<file path="config.mk">
export PLATFORM = sky130hd
export DESIGN_NAME = cdr_gear_ctrl_flat
export DESIGN_NICKNAME = d
export VERILOG_FILES = /design/src/rtl/cdr_gear_if.sv /design/src/rtl/cdr_gear_ctrl.sv /design/src/flat_wrapper.sv
export SDC_FILE = /design/constraint.sdc
export NUM_CORES = 1
export LEC_CHECK = 0
export BUFFER_PORTS_ARGS = -buffer_cell sky130_fd_sc_hd__buf_2
export CORE_MARGIN = 1
export CORE_UTILIZATION = 40
export DETAILED_ROUTE_END_ITERATION = 7
export HOLD_SLACK_MARGIN = 0.03
export PLACE_DENSITY_LB_ADDON = 0.3
export SYNTH_ARGS = -nofsm -noshare
export SYNTH_HDL_FRONTEND = slang
export SYNTH_SLANG_ARGS = --single-unit
</file>
<file path="constraint.sdc">
create_clock -name clk -period 12.7 [get_ports clk]
set_clock_uncertainty 0.1 [all_clocks]
set_input_delay 0.635 -clock clk [delete_from_list [all_inputs] [get_ports clk]]
set_output_delay 0.635 -clock clk [all_outputs]
set_load 0.005 [all_outputs]
</file>
<file path="src/rtl/cdr_gear_if.sv">
// Control/status bundle between the CDR gear sequencer and its driver.
interface cdr_gear_if #(
    parameter int WIN_LOG2 = 6
);
    logic                     enable;
    logic                     force_relock;
    logic                     sample_en;
    logic signed [15:0]       phi;
    logic [4:0]               kp_shift;
    logic [4:0]               ki_shift;
    logic                     filter_clr;
    logic [1:0]               state;
    logic                     locked;
    logic                     lol_pulse;
    logic [15+WIN_LOG2:0]     win_sum;

    modport master (
        output enable, force_relock, sample_en, phi,
        input  kp_shift, ki_shift, filter_clr, state, locked, lol_pulse, win_sum
    );

    modport slave (
        input  enable, force_relock, sample_en, phi,
        output kp_shift, ki_shift, filter_clr, state, locked, lol_pulse, win_sum
    );
endinterface

</file>
<file path="src/rtl/cdr_gear_ctrl.sv">
// Acquisition/lock sequencer for the baud-rate CDR loop filter gains.
//
// state  | meaning
// IDLE   | sequencer disabled, acquisition gains
// ACQ    | counting ACQ_UI strobes with high-gain (small shift) filter
// TRACK  | low gain, waiting for LOCK_WINS consecutive quiet windows
// LOCKED | low gain, LOL_WINS consecutive noisy windows drop back to ACQ
module cdr_gear_ctrl #(
    parameter int WIN_LOG2   = 6,
    parameter int ACQ_UI     = 1024,
    parameter int LOCK_THR   = 2048,
    parameter int UNLOCK_THR = 8192,
    parameter int LOCK_WINS  = 4,
    parameter int LOL_WINS   = 2,
    parameter int KP_ACQ     = 8,
    parameter int KI_ACQ     = 14,
    parameter int KP_TRK     = 12,
    parameter int KI_TRK     = 18
) (
    input logic       clk,
    input logic       rst,
    cdr_gear_if.slave bus
);
    localparam int AW = 16 + WIN_LOG2;
    localparam logic [15:0]   ACQ_LAST = 16'(ACQ_UI - 1);
    localparam logic [AW-1:0] LOCK_T   = AW'(LOCK_THR);
    localparam logic [AW-1:0] UNLOCK_T = AW'(UNLOCK_THR);
    localparam logic [3:0]    LOCK_N   = 4'(LOCK_WINS);
    localparam logic [3:0]    LOL_N    = 4'(LOL_WINS);

    typedef enum logic [1:0] {
        IDLE   = 2'd0,
        ACQ    = 2'd1,
        TRACK  = 2'd2,
        LOCKED = 2'd3
    } state_t;

    state_t              st;
    state_t              nxt;
    logic [15:0]         acq_cnt;
    logic [WIN_LOG2-1:0] win_cnt;
    logic [AW-1:0]       acc;
    logic [AW-1:0]       win_sum_q;
    logic [3:0]          good_cnt;
    logic [3:0]          miss_cnt;
    logic                fclr_q;
    logic                lol_q;
    logic                force_q;

    logic [15:0]         neg;
    logic [14:0]         mag;
    logic [AW-1:0]       sum;
    logic                windowing;
    logic                win_close;
    logic                good;
    logic                miss;
    logic [3:0]          good_nxt;
    logic [3:0]          miss_nxt;
    logic                restart;
    logic                win_upd;
    logic                fclr_nxt;
    logic                lol_nxt;

    // Saturating |phi| and the running window sum including the current sample.
    always_comb begin
        neg = 16'(-bus.phi);
        mag = bus.phi[14:0];
        if (bus.phi == 16'sh8000) begin
            mag = 15'h7fff;
        end else if (bus.phi[15]) begin
            mag = neg[14:0];
        end
        sum       = acc + {{(AW-15){1'b0}}, mag};
        windowing = (st == TRACK) || (st == LOCKED);
        win_close = bus.sample_en && windowing && (win_cnt == {WIN_LOG2{1'b1}});
        good      = sum < LOCK_T;
        miss      = sum > UNLOCK_T;
        good_nxt  = good ? 4'(good_cnt + 4'd1) : 4'd0;
        miss_nxt  = miss ? 4'(miss_cnt + 4'd1) : 4'd0;
    end

    // Next-state with enable > force_relock > normal transition priority.
    always_comb begin
        nxt     = st;
        lol_nxt = 1'b0;
        if (!bus.enable) begin
            nxt = IDLE;
        end else if (bus.force_relock) begin
            nxt = ACQ;
        end else begin
            case (st)
                IDLE:   nxt = ACQ;
                ACQ:    if (bus.sample_en && acq_cnt == ACQ_LAST) nxt = TRACK;
                TRACK:  if (win_close && good && good_nxt == LOCK_N) nxt = LOCKED;
                LOCKED: if (win_close && miss && miss_nxt == LOL_N) begin
                            nxt     = ACQ;
                            lol_nxt = 1'b1;
                        end
                default: nxt = IDLE;
            endcase
        end
        restart  = (nxt != st) || !bus.enable || bus.force_relock;
        win_upd  = win_close && bus.enable && !bus.force_relock;
        // A fresh force_relock while already in ACQ restarts acquisition too.
        fclr_nxt = (nxt == ACQ) &&
                   ((st != ACQ) || (bus.enable && bus.force_relock && !force_q));
    end

    // State register and the one-clk pulses aligned with state changes.
    always_ff @(posedge clk) begin
        if (rst) begin
            st      <= IDLE;
            fclr_q  <= 1'b0;
            lol_q   <= 1'b0;
            force_q <= 1'b0;
        end else begin
            st      <= nxt;
            fclr_q  <= fclr_nxt;
            lol_q   <= lol_nxt;
            force_q <= bus.force_relock;
        end
    end

    // Strobe counters, window accumulator and the published window sum.
    always_ff @(posedge clk) begin
        if (rst) begin
            acq_cnt   <= '0;
            win_cnt   <= '0;
            acc       <= '0;
            good_cnt  <= '0;
            miss_cnt  <= '0;
            win_sum_q <= '0;
        end else begin
            if (win_upd) begin
                win_sum_q <= sum;
            end
            if (restart) begin
                acq_cnt  <= '0;
                win_cnt  <= '0;
                acc      <= '0;
                good_cnt <= '0;
                miss_cnt <= '0;
            end else if (bus.sample_en) begin
                if (st == ACQ) begin
                    acq_cnt <= acq_cnt + 16'd1;
                end else if (windowing) begin
                    if (win_close) begin
                        acc     <= '0;
                        win_cnt <= '0;
                        if (st == TRACK) begin
                            good_cnt <= good_nxt;
                        end else begin
                            miss_cnt <= miss_nxt;
                        end
                    end else begin
                        acc     <= sum;
                        win_cnt <= win_cnt + 1'b1;
                    end
                end
            end
        end
    end

    // Gains decode straight from the state register.
    assign bus.kp_shift   = (st == TRACK || st == LOCKED) ? 5'(KP_TRK) : 5'(KP_ACQ);
    assign bus.ki_shift   = (st == TRACK || st == LOCKED) ? 5'(KI_TRK) : 5'(KI_ACQ);
    assign bus.filter_clr = fclr_q;
    assign bus.lol_pulse  = lol_q;
    assign bus.state      = st;
    assign bus.locked     = (st == LOCKED);
    assign bus.win_sum    = win_sum_q;
endmodule

</file>
<file path="src/flat_wrapper.sv">
// flat-port wrapper written by rule: the top's interface ports become plain ports
module cdr_gear_ctrl_flat 
#(
    parameter int WIN_LOG2   = 6,
    parameter int ACQ_UI     = 1024,
    parameter int LOCK_THR   = 2048,
    parameter int UNLOCK_THR = 8192,
    parameter int LOCK_WINS  = 4,
    parameter int LOL_WINS   = 2,
    parameter int KP_ACQ     = 8,
    parameter int KI_ACQ     = 14,
    parameter int KP_TRK     = 12,
    parameter int KI_TRK     = 18
)
  (clk, rst, bus_enable, bus_force_relock, bus_sample_en, bus_phi, bus_kp_shift, bus_ki_shift, bus_filter_clr, bus_state, bus_locked, bus_lol_pulse, bus_win_sum);
  cdr_gear_if #(.WIN_LOG2(WIN_LOG2)) bus_i ();
  input logic clk;
  input logic rst;
  input wire logic [$bits(bus_i.enable)-1:0] bus_enable;
  input wire logic [$bits(bus_i.force_relock)-1:0] bus_force_relock;
  input wire logic [$bits(bus_i.sample_en)-1:0] bus_sample_en;
  input wire logic [$bits(bus_i.phi)-1:0] bus_phi;
  output wire logic [$bits(bus_i.kp_shift)-1:0] bus_kp_shift;
  output wire logic [$bits(bus_i.ki_shift)-1:0] bus_ki_shift;
  output wire logic [$bits(bus_i.filter_clr)-1:0] bus_filter_clr;
  output wire logic [$bits(bus_i.state)-1:0] bus_state;
  output wire logic [$bits(bus_i.locked)-1:0] bus_locked;
  output wire logic [$bits(bus_i.lol_pulse)-1:0] bus_lol_pulse;
  output wire logic [$bits(bus_i.win_sum)-1:0] bus_win_sum;
  assign bus_i.enable = bus_enable;
  assign bus_i.force_relock = bus_force_relock;
  assign bus_i.sample_en = bus_sample_en;
  assign bus_i.phi = bus_phi;
  assign bus_kp_shift = bus_i.kp_shift;
  assign bus_ki_shift = bus_i.ki_shift;
  assign bus_filter_clr = bus_i.filter_clr;
  assign bus_state = bus_i.state;
  assign bus_locked = bus_i.locked;
  assign bus_lol_pulse = bus_i.lol_pulse;
  assign bus_win_sum = bus_i.win_sum;
  cdr_gear_ctrl #(.WIN_LOG2(WIN_LOG2), .ACQ_UI(ACQ_UI), .LOCK_THR(LOCK_THR), .UNLOCK_THR(UNLOCK_THR), .LOCK_WINS(LOCK_WINS), .LOL_WINS(LOL_WINS), .KP_ACQ(KP_ACQ), .KI_ACQ(KI_ACQ), .KP_TRK(KP_TRK), .KI_TRK(KI_TRK)) u_core (.clk(clk), .rst(rst), .bus(bus_i));
endmodule
</file>
**Word level (Yosys, flattened, before mapping)**

Index checks and enable logic that the tools add are counted.

- Bits in registers: 79
- Bits of input ports: 21
- Output and inout bits: 37

- $add $sub $neg: 6
- Order comparisons: 2
- Equal/unequal tests: 11
- Muxes and demuxes: 15
- Bitwise gates (word level): 4
- Reductions and logical operators: 26

Operators by type and width:

| operator | number |
|---|---|
| 2-to-1 mux 15 bit | 2 |
| adder 22 x 15 -> 22 bit | 1 |
| > comparator 22 x 14 -> 1 bit, second input constant | 1 |
| < comparator 22 x 12 -> 1 bit, second input constant | 1 |
| 2-to-1 mux 22 bit | 1 |
| adder 16 x 1 -> 16 bit, second input constant | 1 |
| == test 16 x 10 -> 1 bit, second input constant | 1 |
| == test 16 bit, second input constant | 1 |
| negation 15 bit | 1 |
| logical AND 1 bit | 12 |
| 2-to-1 mux 2 bit | 5 |
| AND reduction 5 bit | 2 |
| adder 4 x 1 -> 4 bit, second input constant | 2 |
| 2-to-1 mux 4 bit | 2 |
| one-hot mux 2 bit (4 select lines) | 1 |
| adder 6 x 1 -> 6 bit, second input constant | 1 |
| == test 6 bit, second input constant | 1 |
| 2-to-1 mux 6 bit | 1 |
| 2-to-1 mux 5 bit | 1 |
| == test 2 x 1 -> 1 bit, second input constant | 2 |
| == test 2 bit, second input constant | 2 |
| == test 4 x 2 -> 1 bit, second input constant | 1 |
| == test 4 x 3 -> 1 bit, second input constant | 1 |
| logical OR 1 bit | 4 |
| 11 further kinds | 16 |

**Longest topological paths before layout**

- Word-level depth: 16
- Gate-level depth with buffers: 23
- Mapped depth without buffers: 20

**Worst setup path before layout**

OpenSTA, ideal clock, no wires.

- Path type: input-to-reg
- Start: input port bus_phi[4]
- End: register u_core.miss_cnt[2]
- Data arrival time: 5501 ps
- Required time: 12534 ps
- Setup slack: 7033 ps
- Stages: 21
- Cells stage by stage: or3_1 nor2_1 nand2_1 or2_2 or3_1 or3_1 or3b_1 clkbuf_1 nand2_1 ha_1 inv_1 fa_1 nor2b_1 o2111a_1 o21ai_0 a211oi_1 nor4_1 a41o_1 and3_1 or4b_2 a21oi_2

- Cells in the longest elaborated chain, start to end: 16
- Elaborated cells between the ends (all ways): 24
- Classes of those cells: add/sub (2); order compare (2); eq/ne (4); mux (9); reduce/logical (7)

Ends and longest elaborated chain:

| item | line | source |
|---|---|---|
| from (decl) | flat_wrapper.sv:22 | `input wire logic [$bits(bus_i.phi)-1:0] bus_phi;` |
| negation 15 bit | cdr_gear_ctrl.sv:66 | `neg = 16'(-bus.phi);` |
| 2-to-1 mux 15 bit | cdr_gear_ctrl.sv:70 | `end else if (bus.phi[15]) begin` |
| 2-to-1 mux 15 bit * | cdr_gear_ctrl.sv:68 | `if (bus.phi == 16'sh8000) begin` |
| adder 22 x 15 -> 22 bit * | cdr_gear_ctrl.sv:73 | `sum = acc + {{(AW-15){1'b0}}, mag};` |
| > comparator 22 x 14 -> 1 bit / < comparator 22 x 12 -> 1 bit (equally long branches) | cdr_gear_ctrl.sv:77, cdr_gear_ctrl.sv:76 |  |
| 2-to-1 mux 4 bit (on tied branches) | cdr_gear_ctrl.sv:79, cdr_gear_ctrl.sv:78 |  |
| == test 4 x 2 -> 1 bit / == test 4 x 3 -> 1 bit (equally long branches) | cdr_gear_ctrl.sv:95, cdr_gear_ctrl.sv:94 |  |
| logical AND 1 bit (on tied branches) | cdr_gear_ctrl.sv:95, cdr_gear_ctrl.sv:94 |  |
| 2-to-1 mux 2 bit (on tied branches) | cdr_gear_ctrl.sv:95, cdr_gear_ctrl.sv:94 |  |
| one-hot mux 2 bit (4 select lines) | cdr_gear_ctrl.sv:91 | `case (st)` |
| 2-to-1 mux 2 bit | cdr_gear_ctrl.sv:88 | `end else if (bus.force_relock) begin` |
| 2-to-1 mux 2 bit | cdr_gear_ctrl.sv:86 | `if (!bus.enable) begin` |
| != test 2 bit | cdr_gear_ctrl.sv:102 | `restart = (nxt != st) \|\| !bus.enable \|\| bus.force_relock;` |
| logical OR 1 bit (2 in series) | cdr_gear_ctrl.sv:102 |  |
| OR reduction 2 bit (no line) | - |  |
| to (signal assigned) | cdr_gear_ctrl.sv:153 | `miss_cnt <= miss_nxt;` |
| to (decl) | cdr_gear_ctrl.sv:45 | `logic [3:0] miss_cnt;` |

Mark *: on every way between the ends. The rest lies on a longest branch, timed or not.
A chain may end at the register's enable or synchronous reset.

**Final worst setup path**

- Start: input port bus_phi[4]
- End: register u_core.acc[20]

- Cells in the longest elaborated chain, start to end: 16
- Elaborated cells between the ends (all ways): 25
- Classes of those cells: add/sub (2); order compare (2); eq/ne (4); mux (10); reduce/logical (7)

Ends and longest elaborated chain:

| item | line | source |
|---|---|---|
| negation 15 bit | cdr_gear_ctrl.sv:66 |  |
| 2-to-1 mux 15 bit | cdr_gear_ctrl.sv:70 |  |
| 2-to-1 mux 15 bit * | cdr_gear_ctrl.sv:68 |  |
| adder 22 x 15 -> 22 bit * | cdr_gear_ctrl.sv:73 |  |
| > comparator 22 x 14 -> 1 bit / < comparator 22 x 12 -> 1 bit (equally long branches) | cdr_gear_ctrl.sv:77, cdr_gear_ctrl.sv:76 |  |
| 2-to-1 mux 4 bit (on tied branches) | cdr_gear_ctrl.sv:79, cdr_gear_ctrl.sv:78 |  |
| == test 4 x 2 -> 1 bit / == test 4 x 3 -> 1 bit (equally long branches) | cdr_gear_ctrl.sv:95, cdr_gear_ctrl.sv:94 |  |
| logical AND 1 bit (on tied branches) | cdr_gear_ctrl.sv:95, cdr_gear_ctrl.sv:94 |  |
| 2-to-1 mux 2 bit (on tied branches) | cdr_gear_ctrl.sv:95, cdr_gear_ctrl.sv:94 |  |
| one-hot mux 2 bit (4 select lines) | cdr_gear_ctrl.sv:91 |  |
| 2-to-1 mux 2 bit | cdr_gear_ctrl.sv:88 |  |
| 2-to-1 mux 2 bit | cdr_gear_ctrl.sv:86 |  |
| != test 2 bit | cdr_gear_ctrl.sv:102 |  |
| logical OR 1 bit (2 in series) | cdr_gear_ctrl.sv:102 |  |
| OR reduction 2 bit (no line) | - |  |
| to (signal assigned) | cdr_gear_ctrl.sv:156 | `acc <= sum;` |
| to (decl) | cdr_gear_ctrl.sv:42 | `logic [AW-1:0] acc;` |

Marked as above.

==> results.sh <==
export IMPL_status="finished, final reports clean"
export IMPL_synth_top_flop_cell="dfxtp_1"
export IMPL_postCtsSetupRepairBufs=0
export IMPL_cts_hold_buf=0
export IMPL_max_cap_viol_count=0
export IMPL_antenna_cells=0
export IMPL_ant_nets=0
export IMPL_finalCriticalPeriod_ns=6.56
export IMPL_required_ns=12.89
export IMPL_cp_cell_sequence="buf_2 -> or3_1 -> nor2_1 -> nand2_1 -> or2_2 -> or3_1 -> or3_1 -> or3b_1 -> nand2_1 -> ha_1 -> inv_1 -> fa_1 -> nor2b_1 -> o2111ai_1 -> a21boi_0 -> o22ai_1 -> nor4_1 -> a41o_1 -> a311oi_1 -> or3_2 -> o21ba_1"
export IMPL_grt_ovfl_total=0
export IMPL_wire_per_inst_um=14.6
export IMPL_period_share=0.516
export IMPL_clkSlewWorstSetupHoldPaths_ns=0.06
export IMPL_fin_nets=725
export IMPL_rsz0062_at_grt="false"
export IMPL_die_width_um=114
export IMPL_h_tree_depth=3
export IMPL_clk_path_buf_depth=2
export IMPL_crit_top_cell="or3_1"
export IMPL_grt_pass1_wl_mm=21.0
export IMPL_ys_seq_area_frac=0.315
export IMPL_wl_met3_um=530
export IMPL_fillCellCount=1210
export IMPL_report_final_setup_viol=0
export IMPL_grt_max_degree=53
export IMPL_drt_vias_per_instance=5.36
export IMPL_syn2layout_area_growth_pct=12.3
export IMPL_comb_power_share=0.094
export IMPL_avgSynthCellArea_um2=7.78
export IMPL_io_buffers=51
export IMPL_crit_arrival_ns=6.74
export IMPL_antenna_found_initial=0
export IMPL_die_area_mm2=0.0130
export IMPL_drc=0
export IMPL_yosys_warnings=0
export IMPL_path_class="in2reg"
export IMPL_critical_path_max_fanout=52
export IMPL_cts_resized=0
export IMPL_critPathTopFamily="simple AND/OR/NAND/NOR gates"
export IMPL_ir_worst_vdd_mv=0.0484
export IMPL_core_mm2=0.0121
export IMPL_synthCells=645
export IMPL_cts_root_buf="clkbuf_16"
export IMPL_gp_congestion=0.896
export IMPL_slowest_delay_ns=0.90
export IMPL_drtIter0Drc=252
export IMPL_placedCellCount=836
export IMPL_tns_ns=0
export IMPL_max_freq_mhz=153
export IMPL_firstDrtPassIters=4
export IMPL_ys_ff_latch=79
export IMPL_crit_buf_inv=2
export IMPL_min_path_type="reg2reg"
export IMPL_finalPower_mw=0.587
export IMPL_cts_sinks=79
export IMPL_stdcell_count=852
export IMPL_drive_gt1_frac=0.135
export IMPL_p_int_mw=0.445
export IMPL_wl_met2_mm=5.90
export IMPL_cts_tree="done"
export IMPL_dp_hpwl_mm=9.12
export IMPL_clkPwrFrac=0.483
export IMPL_start_util=0.414
export IMPL_grt_usage=0.204
export IMPL_max_slew_margin=0.267
export IMPL_io_pins=58
export IMPL_netlist_area_mm2=0.00502
export IMPL_num_vias=4570
export IMPL_routed_wl_mm=12.5
export IMPL_clkLatencyLatePin_ns=0.34
export IMPL_die_y_um=114
export IMPL_cp_start_kind="primary input"
export IMPL_swShare=0.242
export IMPL_num_rows=40
export IMPL_highest_layer="met4"
export IMPL_p_seq_frac=0.423
export IMPL_cp_slowest_cell="or3_2"
export IMPL_m1WireLength_mm=5.82
export IMPL_synth_distinct_cells=66
export IMPL_synth_edff_count=0
export IMPL_power_switching_mw=0.142
export IMPL_grt_pass1_vias=4428
export IMPL_power_density_mw_per_mm2=104
export IMPL_leakage_nw=2.26
export IMPL_cts_made_buffers=9
export IMPL_hold_violations=0
export IMPL_worst_pin_slew_ns=1.10
export IMPL_slew_viol_final=0
export IMPL_cp_end_kind="flip-flop"
export IMPL_async_flop_share=0
-- cells in the final DEF (no fill, tap or decap), drive strengths merged, types with 7 or more instances in the layout --
cell type / netlist / routed
nor2: 92 / 92
nand2: 88 / 88
dfxtp: 79 / 79
buf: 17 / 55
a21oi: 54 / 54
xor2: 30 / 30
ha: 24 / 24
o21ai: 21 / 21
nor3: 20 / 20
nand3: 20 / 20
inv: 17 / 17
a22oi: 16 / 16
xnor2: 15 / 15
clkbuf: 19 / 11
and3: 10 / 10
or3: 10 / 10
and2: 8 / 8
o31ai: 8 / 8
nor2b: 7 / 7
nand4: 7 / 7
-- flip-flops by register name, summed over array words and instances (netlist names) --
register / cells
u_core.bus.filter_clr: 1
u_core.acc: 22
u_core.acq_cnt: 16
u_core.bus.state: 2
u_core.force_q: 1
u_core.good_cnt: 4
u_core.win_cnt: 6
u_core.bus.lol_pulse: 1
u_core.bus.win_sum: 22
u_core.miss_cnt: 4
-- synth_stat cells, types with 8 or more instances --
cell type	count	area share
and3_1	10	0.012
nand2_1	88	0.066
a21oi_1	43	0.043
nor3_1	20	0.020
nor2_1	91	0.068
xnor2_1	15	0.026
a22oi_1	16	0.024
a21oi_2	11	0.019
inv_1	17	0.013
buf_4	10	0.015
xor2_1	30	0.052
o21ai_0	21	0.021
and2_1	8	0.010
dfxtp_1	79	0.32
nand3_1	20	0.020
or3_1	10	0.012
clkbuf_1	18	0.013
ha_1	24	0.060
-- per-stage QoR --
step / area (um2) / util / hold slack, ns / worst slack, ns
2_1_floorplan: 5030 / - / 0.353 / 7.03
3_3_place_gp: 5310 / 0.439 / 0.340 / 5.98
3_5_place_dp: 5310 / 0.439 / 0.347 / 5.80
4_1_cts: 5640 / 0.465 / 0.355 / 6.13
5_1_grt: 5640 / 0.465 / 0.376 / 5.69
6_report: 5640 / 0.465 / 0.352 / 6.14
-- worst register-to-register path, cell delays in order (launching register included) --
cell	delay, ns
dfxtp_1	0.36
ha_1	0.21
inv_1	0.06
fa_1	0.40
nor2b_1	0.22
o2111ai_1	0.21
a21boi_0	0.43
o22ai_1	0.16
nor4_1	0.22
a41o_1	0.31
a311oi_1	0.10
or3_2	0.90
o21ba_1	0.42
-- routing by layer --
metal | global-route usage | vias up
met3 | 0.0404 | 23
met2 | 0.343 | 98
met1 | 0.259 | 2130
met5 | 0 | -
li1 | - | 2319
met4 | 0.0701 | 0
-- final timing paths --
path	from	end	slack [ns]	cells past startpoint
worst max-delay path	bus_phi[4]	u_core.acc[20]	6.14	21
worst min-delay path	u_core.bus.win_sum[4]	u_core.bus.win_sum[4]	0.35	2
worst max register to register	u_core.acc[0]	u_core.acc[20]	8.55	12
worst min register to register	u_core.bus.win_sum[4]	u_core.bus.win_sum[4]	0.35	2
-- area by class of cell --
class	instances	area (um2)	area share
multi-input cells	517	3170	0.563
well taps	168	210	0.0373
clock inverters	5	81.3	0.0144
clock buffers	11	243	0.0431
inverters	17	63.8	0.0113
repair buffers	55	285	0.0506
flip-flops and latches	79	1580	0.281
-- power groups by stage --
stage	clock network, mW	registers [mW]	logic, mW
3_3_place_gp	0	0.254	0.0533
2_1_floorplan	0	0.254	0.0407
3_5_place_dp	0	0.254	0.0542
5_1_grt	0.300	0.249	0.0612
4_1_cts	0.288	0.249	0.0546
6_report	0.284	0.249	0.0552
-- logic make-up after synthesis --
group           Yosys count  synth area share
fa+ha+maj                25            0.0638
compound gates          145             0.200
other cells               2           0.00150
xor+xnor                 45            0.0785
simple gates            292             0.276
flops                    79             0.315
mux                       4           0.00823
buf+inv                  53            0.0566
(Power assumes the default switching activity.)
